==> src/rtl/sr_pulse_ctrl.sv <==
// -----------------------------------------------------------------------------
// sr_pulse_ctrl
//
// Drives a gated SR latch with a timed set/reset pulse, then checks the
// latch's Q / Q_prim feedback and reports completion and errors.
//
// Command sequence per accepted command:
//   IDLE -> PULSE (PULSE_W cycles, G=1 with S/R from the captured command)
//        -> SETTLE (SETTLE_W cycles, all drives low)
//        -> CHECK (1 cycle, DONE=1, ERR=1 if feedback disagrees)
//        -> GUARD (GUARD_W cycles, skipped when GUARD_W=0)
//        -> IDLE
//
// Parameters:
//   PULSE_W   cycles S/R and G are held per command    (1..255)
//   SETTLE_W  idle cycles between pulse and check       (1..255)
//   GUARD_W   dead cycles after check before next accept (0..255)
//
// Ports:
//   CLK        sole clock, rising edge
//   RST_N      asynchronous active-low reset
//   CMD_VALID  command request
//   CMD_SET    command value (1 = set latch, 0 = reset latch), captured at accept
//   CMD_READY  high only in IDLE; accept = CMD_VALID & CMD_READY
//   S, R, G    set / reset / enable drives to the gated SR latch
//   Q_FB       latch Q feedback
//   QP_FB      latch Q_prim feedback
//   DONE       one-cycle completion pulse (CHECK cycle)
//   ERR        one-cycle failure pulse, coincident with DONE
//   EXP_Q      last successfully verified latch value
//   ERR_CNT    saturating count of failed checks
//
// All outputs are registered.
// -----------------------------------------------------------------------------
module sr_pulse_ctrl #(
  parameter int unsigned PULSE_W  = 2,
  parameter int unsigned SETTLE_W = 1,
  parameter int unsigned GUARD_W  = 1
) (
  input  logic       CLK,
  input  logic       RST_N,
  input  logic       CMD_VALID,
  input  logic       CMD_SET,
  output logic       CMD_READY,
  output logic       S,
  output logic       R,
  output logic       G,
  input  logic       Q_FB,
  input  logic       QP_FB,
  output logic       DONE,
  output logic       ERR,
  output logic       EXP_Q,
  output logic [7:0] ERR_CNT
);

  typedef enum logic [2:0] {
    ST_IDLE,
    ST_PULSE,
    ST_SETTLE,
    ST_CHECK,
    ST_GUARD
  } state_t;

  localparam logic [7:0] PULSE_LAST  = 8'(PULSE_W - 1);
  localparam logic [7:0] SETTLE_LAST = 8'(SETTLE_W - 1);
  localparam logic [7:0] GUARD_LAST  = (GUARD_W == 0) ? 8'd0 : 8'(GUARD_W - 1);
  localparam logic       NO_GUARD    = (GUARD_W == 0);

  state_t     state, nxt;
  logic [7:0] cnt, cnt_n;
  logic       cap, cap_n;
  logic       pass_q, pass_n;
  logic       chk_pass;

  logic       ready_n, s_n, r_n, g_n, done_n, err_n, expq_n;
  logic [7:0] errcnt_n;

  // Equal Q/Q_prim can never satisfy both terms, so it always fails.
  assign chk_pass = (Q_FB == cap) && (QP_FB == ~cap);

  always_comb begin
    nxt      = state;
    cnt_n    = cnt + 8'd1;
    cap_n    = cap;
    pass_n   = 1'b0;
    done_n   = 1'b0;
    err_n    = 1'b0;
    expq_n   = EXP_Q;
    errcnt_n = ERR_CNT;

    case (state)
      ST_IDLE: begin
        cnt_n = '0;
        if (CMD_READY && CMD_VALID) begin
          nxt   = ST_PULSE;
          cap_n = CMD_SET;
        end
      end
      ST_PULSE: begin
        if (cnt == PULSE_LAST) begin
          nxt   = ST_SETTLE;
          cnt_n = '0;
        end
      end
      ST_SETTLE: begin
        // Feedback is registered on the edge that enters CHECK, so DONE/ERR
        // appear as registered outputs during the CHECK cycle itself.
        if (cnt == SETTLE_LAST) begin
          nxt    = ST_CHECK;
          cnt_n  = '0;
          done_n = 1'b1;
          err_n  = ~chk_pass;
          pass_n = chk_pass;
          if (!chk_pass && (ERR_CNT != '1)) begin
            errcnt_n = ERR_CNT + 8'd1;
          end
        end
      end
      ST_CHECK: begin
        cnt_n = '0;
        nxt   = NO_GUARD ? ST_IDLE : ST_GUARD;
        if (pass_q) begin
          expq_n = cap;
        end
      end
      ST_GUARD: begin
        if (cnt == GUARD_LAST) begin
          nxt   = ST_IDLE;
          cnt_n = '0;
        end
      end
      default: begin
        nxt   = ST_IDLE;
        cnt_n = '0;
      end
    endcase

    // Drives derive from the next state, so S and R are mutually exclusive
    // by construction and fall together with G when PULSE is left.
    g_n     = (nxt == ST_PULSE);
    s_n     = g_n & cap_n;
    r_n     = g_n & ~cap_n;
    ready_n = (nxt == ST_IDLE);
  end

  always_ff @(posedge CLK or negedge RST_N) begin
    if (!RST_N) begin
      state     <= ST_IDLE;
      cnt       <= '0;
      cap       <= 1'b0;
      pass_q    <= 1'b0;
      CMD_READY <= 1'b0;
      S         <= 1'b0;
      R         <= 1'b0;
      G         <= 1'b0;
      DONE      <= 1'b0;
      ERR       <= 1'b0;
      EXP_Q     <= 1'b0;
      ERR_CNT   <= '0;
    end else begin
      state     <= nxt;
      cnt       <= cnt_n;
      cap       <= cap_n;
      pass_q    <= pass_n;
      CMD_READY <= ready_n;
      S         <= s_n;
      R         <= r_n;
      G         <= g_n;
      DONE      <= done_n;
      ERR       <= err_n;
      EXP_Q     <= expq_n;
      ERR_CNT   <= errcnt_n;
    end
  end

endmodule

==> config.mk <==
export PLATFORM = sky130hd
export DESIGN_NAME = sr_pulse_ctrl
export DESIGN_NICKNAME = d
export VERILOG_FILES = /design/src/rtl/sr_pulse_ctrl.sv
export SDC_FILE = /design/constraint.sdc
export NUM_CORES = 1
export LEC_CHECK = 0
export BUFFER_PORTS_ARGS = -buffer_cell sky130_fd_sc_hd__buf_2
export CAP_MARGIN = 20
export CELL_PAD_IN_SITES_DETAIL_PLACEMENT = 1
export CELL_PAD_IN_SITES_GLOBAL_PLACEMENT = 1
export CORE_MARGIN = 5
export CORE_UTILIZATION = 47
export DETAILED_ROUTE_END_ITERATION = 7
export GPL_TIMING_DRIVEN = 0
export PLACE_DENSITY = 0.84
export REMOVE_ABC_BUFFERS = 1
export SETUP_SLACK_MARGIN = 0.4
export SLEW_MARGIN = 20
export SYNTH_ARGS = -nofsm -noshare
export SYNTH_HDL_FRONTEND = slang
export SYNTH_SLANG_ARGS = --single-unit
export TNS_END_PERCENT = 50
==> constraint.sdc <==
create_clock -name CLK -period 4.6 [get_ports CLK]
set_input_delay 0.23 -clock CLK [delete_from_list [all_inputs] [get_ports CLK]]
set_output_delay 0.23 -clock CLK [all_outputs]
set_load 0.01 [all_outputs]
==> reports/qor.yml, run 1 <==
whs_path_depth: 3
post_cts_buffers: 0
ir_drop_mv: 0.219
grt_antenna_before_repair: 0
yosys_warnings: 0
insertedDiodeCount: 0
final_cells: 182
worstPathArrival_ns: 2.58
critical_path.startpoint_type: "flip-flop"
dp.cells: 177
setup_violations: 0
whs_ns: 0.117
synth_simple_gate_area_share_pct: 23.7
fin_area_um2: 1560
yosysTopAreaCellShare_pct: 50.0
drive_gt1_share_pct: 23.2
cts_tree: "yes"
critPathMaxFanout: 11
max_freq_ghz: 0.429
htree_levels: 1
final_util_pct: 55.7
grt_start_max_net_pins: 29
synthFlopType: "dfrtp_1"
die_area_um2: 4170
clk_latency_ns: 0.35
timing.rr.end: "ERR_CNT[1]$_DFFE_PN0P_"
clk_pin_slew_ns: 0.16
area.sequential_um2: 701
placement.cell_area_um2: 1500
timing.rr.start: "cnt[0]$_DFF_PN0_"
status: "complete, no violations"
via_per_inst: 5.54
synth_top_family_by_area: "simple AND/OR/NAND/NOR gates"
reg2regPathDepth: 6
routed_wirelength_um: 3000
synthDistinctLibCells: 35
overflow: 0
gp_congestion: 0.810
final_nets: 162
tns_ns: 0
drt_iter0_drc: 68
syn_area_per_cell_um2: 10.8
ant_nets: 0
routedWlPerCell_um: 16.5
hold_end: "cap$_DFF_PN0_"
fp.dieH_um: 64.6
synth_top_area_cell: "dfrtp_1"
ys_seq_elements: 28
setup_ws_ns: 2.27
hp-class: "in -> reg"
grt_use_total_pct: 15.5
initial_core_util_pct: 50.0
async_flop_share_pct: 100
cts_num_sinks: 28
p_per_area_nw_per_um2: 528
power.leakage_nw: 0.769
fp.dieW_um: 64.6
ios: 21
maxCapViolCount: 0
cts_root_buf: "clkbuf_4"
drtPass1Iterations: 4
dp_hpwl_um: 2170
drc: 0
grt_pass1_wl_um: 5080
synthAdderAreaFrac_pct: 3.57
synth_edf_count: 0
synth_compound_area_share_pct: 5.80
netlist_top_cells_count: "dfrtp_1 (28), nor2_1 (16), inv_1 (9), nand2_1 (9), xor2_1 (9)"
path_class: "reg -> reg"
worst_pin_slew_ns: 0.621
dpl_worst_slack_ns: 2.33
rows: 19
vias: 1008
worst_ep_required_time_ns: 4.85
portBuffers: 20
regToRegSetupSlack_ns: 2.27
rsz0062_at_grt: "false"
coreArea_um2: 2810
muxShareOfSynthArea_pct: 4.73
ys_seq_area_share_pct: 50.0
postSynthCellCount: 130
finalPower_mw: 0.825
worstHoldStart: "CMD_SET"
yosys.area_share.xor_xnor_pct: 6.87
drv_slew: 0
fin_crit_ns: 2.33
period_share_pct: 50.7
yosysMostFrequentCell: "dfrtp_1"
nFillCells: 317
slew_headroom_pct: 58.6
numCtsBuffers: 3
synth.top_cells.by_area: "dfrtp_1 (50%), xor2_1 (5.6%), nor2_1 (4.3%)"
end_kind: "flip-flop"
syn_to_final_growth_pct: 11.4
multi_input_area_um2: 626
hold_viol_final: 0
first_global_vias: 1107
finClkSkew_ns: 0.00767
netlist_area_um2: 1400
clockBufferDepth: 2
-- where the power goes --
part	total [mW]	switching, mW	internal (mW)	leakage (nW)
Sequential	0.375	0.0697	0.305	0.373
Combinational	0.282	0.171	0.111	0.369
Clock	0.168	0.0794	0.0884	0.0279
-- cell families after synthesis --
| family | count (synthesis) |
|---|---|
| multiplexers | 6 |
| adder cells (fa/ha/maj) | 4 |
| buffers and inverters | 13 |
| AO/OA/AOI/OAI | 12 |
| flip-flops | 28 |
| XOR/XNOR | 11 |
| AND/OR/NAND/NOR | 56 |
-- flip-flops by register name, indices dropped and copies added, names as in the netlist --
signal,count
cap,1
DONE,1
EXP_Q,1
CMD_READY,1
S,1
R,1
cnt,8
ERR_CNT,8
G,1
ERR,1
pass_q,1
state,3
-- cells in the final DEF, fill, tap and decap left out, drive strengths merged, types with 2 or more instances in the layout --
master  count
xor2        9
nor2       16
buf        20
nor4b       2
nor4        3
mux2        5
dfrtp      28
ha          4
xnor2       2
clkbuf      3
a311oi      2
inv         9
nand4       2
nor3        6
and3        2
nand3       9
o21ai       5
nand2       9
a31oi       2
-- metal layers --
metal	routed length, um	track usage, %	vias up
li1	-	-	489
met1	1320	17.7	497
met3	95	2.94	5
met2	1520	28.1	17
met4	57	7.12	0
met5	0	0	-
-- layout make-up --
cell class	instances	share of cell area (%)
Multi-Input combinational cell	89	40.1
Sequential cell	28	44.9
Timing Repair Buffer	21	7.05
Tap cell	31	2.48
Inverter	9	2.16
Clock buffer	3	1.44
Clock inverter	1	1.92
-- worst max-delay path: stages, from the launching register on --
cell and delay (ns):
dfrtp_1 0.49, inv_1 0.09, ha_1 0.18, nor4bb_1 0.42
nand3_2 0.30, nor3_1 0.41, mux2_1 0.35
-- what timing repair did --
item / in CTS / in global routing
gates resized for setup: 0 / 0
hold buffers: 1 / 0
endpoints found under the hold margin: 28 / 0
setup endpoints to repair: 0 / 0
-- worst max path at each step --
stage,startpoint,end,cells after the start
floorplan,cnt[0]$_DFF_PN0_,ERR_CNT[1]$_DFFE_PN0P_,6
global placement,cnt[0]$_DFF_PN0_,ERR_CNT[1]$_DFFE_PN0P_,6
detailed placement,cnt[0]$_DFF_PN0_,ERR_CNT[1]$_DFFE_PN0P_,6
CTS,cnt[0]$_DFF_PN0_,ERR_CNT[1]$_DFFE_PN0P_,6
global route,cnt[1]$_DFF_PN0_,ERR_CNT[1]$_DFFE_PN0P_,6
finish,cnt[0]$_DFF_PN0_,ERR_CNT[1]$_DFFE_PN0P_,6
No activity file was read; power rests on OpenSTA's default activity.
==> run 2, diff against run 1 <==
Settings changed: ABC_AREA from default to 1, CORE_UTILIZATION 47 to 41, PLACE_DENSITY 0.84 to 0.78.
Clock period 4.6 ns to 2.2 ns, I/O delays scaled along.
==> reports/qor.yml, run 2 <==
worst_ep_required_time_ns: 2.37  # -2.48 ns
grt_antenna_before_repair: 0  # unchanged
ios: 21  # unchanged
cts_tree: "yes"
rsz0062_at_grt: "false"
power.leakage_nw: 0.952  # +24%
critPathMaxFanout: 8  # -3
via_per_inst: 4.85  # -12%
grt_pass1_wl_um: 5910  # +16%
clockBufferDepth: 2  # unchanged
fin_crit_ns: 1.55  # -0.784 ns
setup_ws_ns: 0.650  # -1.62 ns
status: "complete, no violations"
end_kind: "flip-flop"
initial_core_util_pct: 41.5  # -8.5 points
yosys_warnings: 0  # unchanged
synth.top_cells.by_area: "dfrtp_1 (47%), nand2_1 (13%), inv_1 (6.5%)"
tns_ns: 0  # unchanged
slew_headroom_pct: 59.4  # +0.77 points
grt_use_total_pct: 14.4  # -1.2 points
drv_slew: 0  # unchanged
nFillCells: 454  # +43%
final_cell_mix: "nand2_1 (51), dfrtp_1 (28), inv_1 (26)"
hp-class: "in -> reg"
die_area_um2: 4960  # +19%
p_switching_mw: 0.778  # +140%
routed_wirelength_um: 3280  # +9.3%
final_util_pct: 47.4  # -8.2 points
portBuffers: 20  # unchanged
synthDistinctLibCells: 27  # -23%
drive_gt1_share_pct: 20.2  # -3.0 points
synthFlopType: "dfrtp_1"
async_flop_share_pct: 100  # unchanged
ys_seq_elements: 28  # unchanged
path_class: "reg -> reg"
drtPass1Iterations: 3  # -1
max_freq_ghz: 0.645  # +51%
drc: 0  # unchanged
combPwrFrac_pct: 42.6  # +8.4 points
grt_start_max_net_pins: 29  # unchanged
critical_path.startpoint_type: "flip-flop"
setup_violations: 0  # unchanged
post_cts_buffers: 0  # unchanged
postSynthCellCount: 184  # +42%
internal_power_mw: 1.06  # +110%
fp.dieH_um: 70.4  # +9.0%
drt_iter0_drc: 39  # -43%
final_cells: 256  # +41%
clk_latency_ns: 0.27  # -0.08 ns
htree_levels: 1  # unchanged
cts_resized: 0  # unchanged
dp.cells: 251  # +42%
area.sequential_um2: 701  # unchanged
ys_seq_area_share_pct: 46.8  # -3.2 points
insertedDiodeCount: 0  # unchanged
final_common_cell: "nand2_1"
whs_ns: 0.0975  # -0.0198 ns
period_share_pct: 70.4  # +20 points
netlist_top_cells_count: "nand2_1 (51), dfrtp_1 (28), inv_1 (26), nor2_1 (23), nand3_1 (17)"
fp.dieW_um: 70.4  # +9.0%
first_global_vias: 1387  # +25%
gp_congestion: 0.832  # +2.7%
worstPathArrival_ns: 1.72  # -0.86 ns
maxCapViolCount: 0  # unchanged
yosysMostFrequentCell: "nand2_1"
synth_edf_count: 0  # unchanged
syn_to_final_growth_pct: 14.3
finClkSkew_ns: 0.00207  # -0.00561 ns
cts_num_sinks: 28  # unchanged
final_nets: 219  # +35%
routedWlPerCell_um: 12.8  # -22%
ant_nets: 0  # unchanged
yosysTopAreaCellShare_pct: 46.8  # -3.2 points
worst_pin_slew_ns: 0.609  # -0.0115 ns
numCtsBuffers: 3  # unchanged
cts_root_buf: "clkbuf_8"
overflow: 0  # unchanged
seqPwrFrac_pct: 40.2  # -5.3 points
dp_hpwl_um: 2580  # +19%
rows: 22  # +3
ir_drop_mv: 0.425  # +94%
p_per_area_nw_per_um2: 1080  # +100%
netSwitchingFraction_pct: 42.3  # +3.5 points
dpl_worst_slack_ns: 0.649  # -1.68 ns
syn_area_per_cell_um2: 8.13  # -25%
coreArea_um2: 3610  # +29%
reg.largest.list: "ERR_CNT: 8 flops, cnt: 8 flops, state: 3 flops"
synth_top_area_cell: "dfrtp_1"
multi_input_area_um2: 679  # +8.6%
netlist_area_um2: 1500  # +6.8%
hold_viol_final: 0  # unchanged
clockPowerShare_pct: 17.2  # -3.1 points
vias: 1242  # +23%
clk_pin_slew_ns: 0.09  # -0.07 ns
## run 2: cells by family (layout without fill, tap and decap cells)
logic type | after synthesis | in the layout | share of synthesized area (%)
AO/OA/AOI/OAI | 10 | 10 | 4.60
XOR/XNOR | 5 | 5 | 2.93
adder cells (fa/ha/maj) | 4 | 4 | 3.34
buffers and inverters | 29 | 53 | 7.78
flip-flops | 28 | 28 | 46.8
AND/OR/NAND/NOR | 108 | 108 | 34.5
## run 2: power by group through the flow
stage          clock [mW]  combinational (mW)  sequential, mW
2_1_floorplan           0               0.527           0.772
3_3_place_gp            0               0.757           0.740
3_5_place_dp            0               0.792           0.750
4_1_cts             0.333               0.804           0.740
5_1_grt             0.350               0.893           0.757
6_report            0.317               0.784           0.739
## run 2: metal layers
layer  GRT usage, %  part of all wire (%)  routed length [um]
met1           17.5                    44                1430
met2           26.1                    53                1750
met3           2.59                   2.5                  82
met4           3.19                  0.49                  16
met5              0                     0                   0
## run 2: what timing repair did
action / in CTS / in global routing
setup endpoints to repair: 0 / 0
hold buffers: 1 / 0
hold endpoints to repair: 28 / 0
## run 2: layout make-up
cell class / instances / share of cell area, %
flip-flops and latches: 28 / 41.0
multi-input cells: 127 / 39.7
repair buffers: 21 / 6.44
inverters: 28 / 6.14
well taps: 48 / 3.51
clock buffers: 4 / 3.22
## run 2: path summary, 6_finish.rpt
check                                              end  depth (start not counted)  slack [ns]                    from
worst max register to register  ERR_CNT[0]$_DFFE_PN0P_                          7        0.65  ERR_CNT[0]$_DFFE_PN0P_
worst min-delay path                     cap$_DFF_PN0_                          3         0.1                 CMD_SET
max in group asynchronous       ERR_CNT[6]$_DFFE_PN0P_                          2        1.43                   RST_N
worst min register to register       EXP_Q$_DFFE_PN0P_                          2        0.53       EXP_Q$_DFFE_PN0P_
min in group asynchronous             cnt[7]$_DFF_PN0_                          2        0.37                   RST_N
worst max-delay path            ERR_CNT[0]$_DFFE_PN0P_                          7        0.65  ERR_CNT[0]$_DFFE_PN0P_
## run 2: worst max-delay path: stages (launching register included)
cell	delay, ns
dfrtp_1	0.44
ha_1	0.24
nand2_1	0.12
nor2_1	0.08
nand2_1	0.10
nand4_2	0.26
nand2_1	0.14
nand2_1	0.06
## run 2: metrics by stage
step	power [mW]	instance area, um2
2_1_floorplan	1.30	1490
3_3_place_gp	1.50	1650
3_5_place_dp	1.54	1650
4_1_cts	1.88	1710
5_1_grt	2.00	1710
6_report	1.84	1710
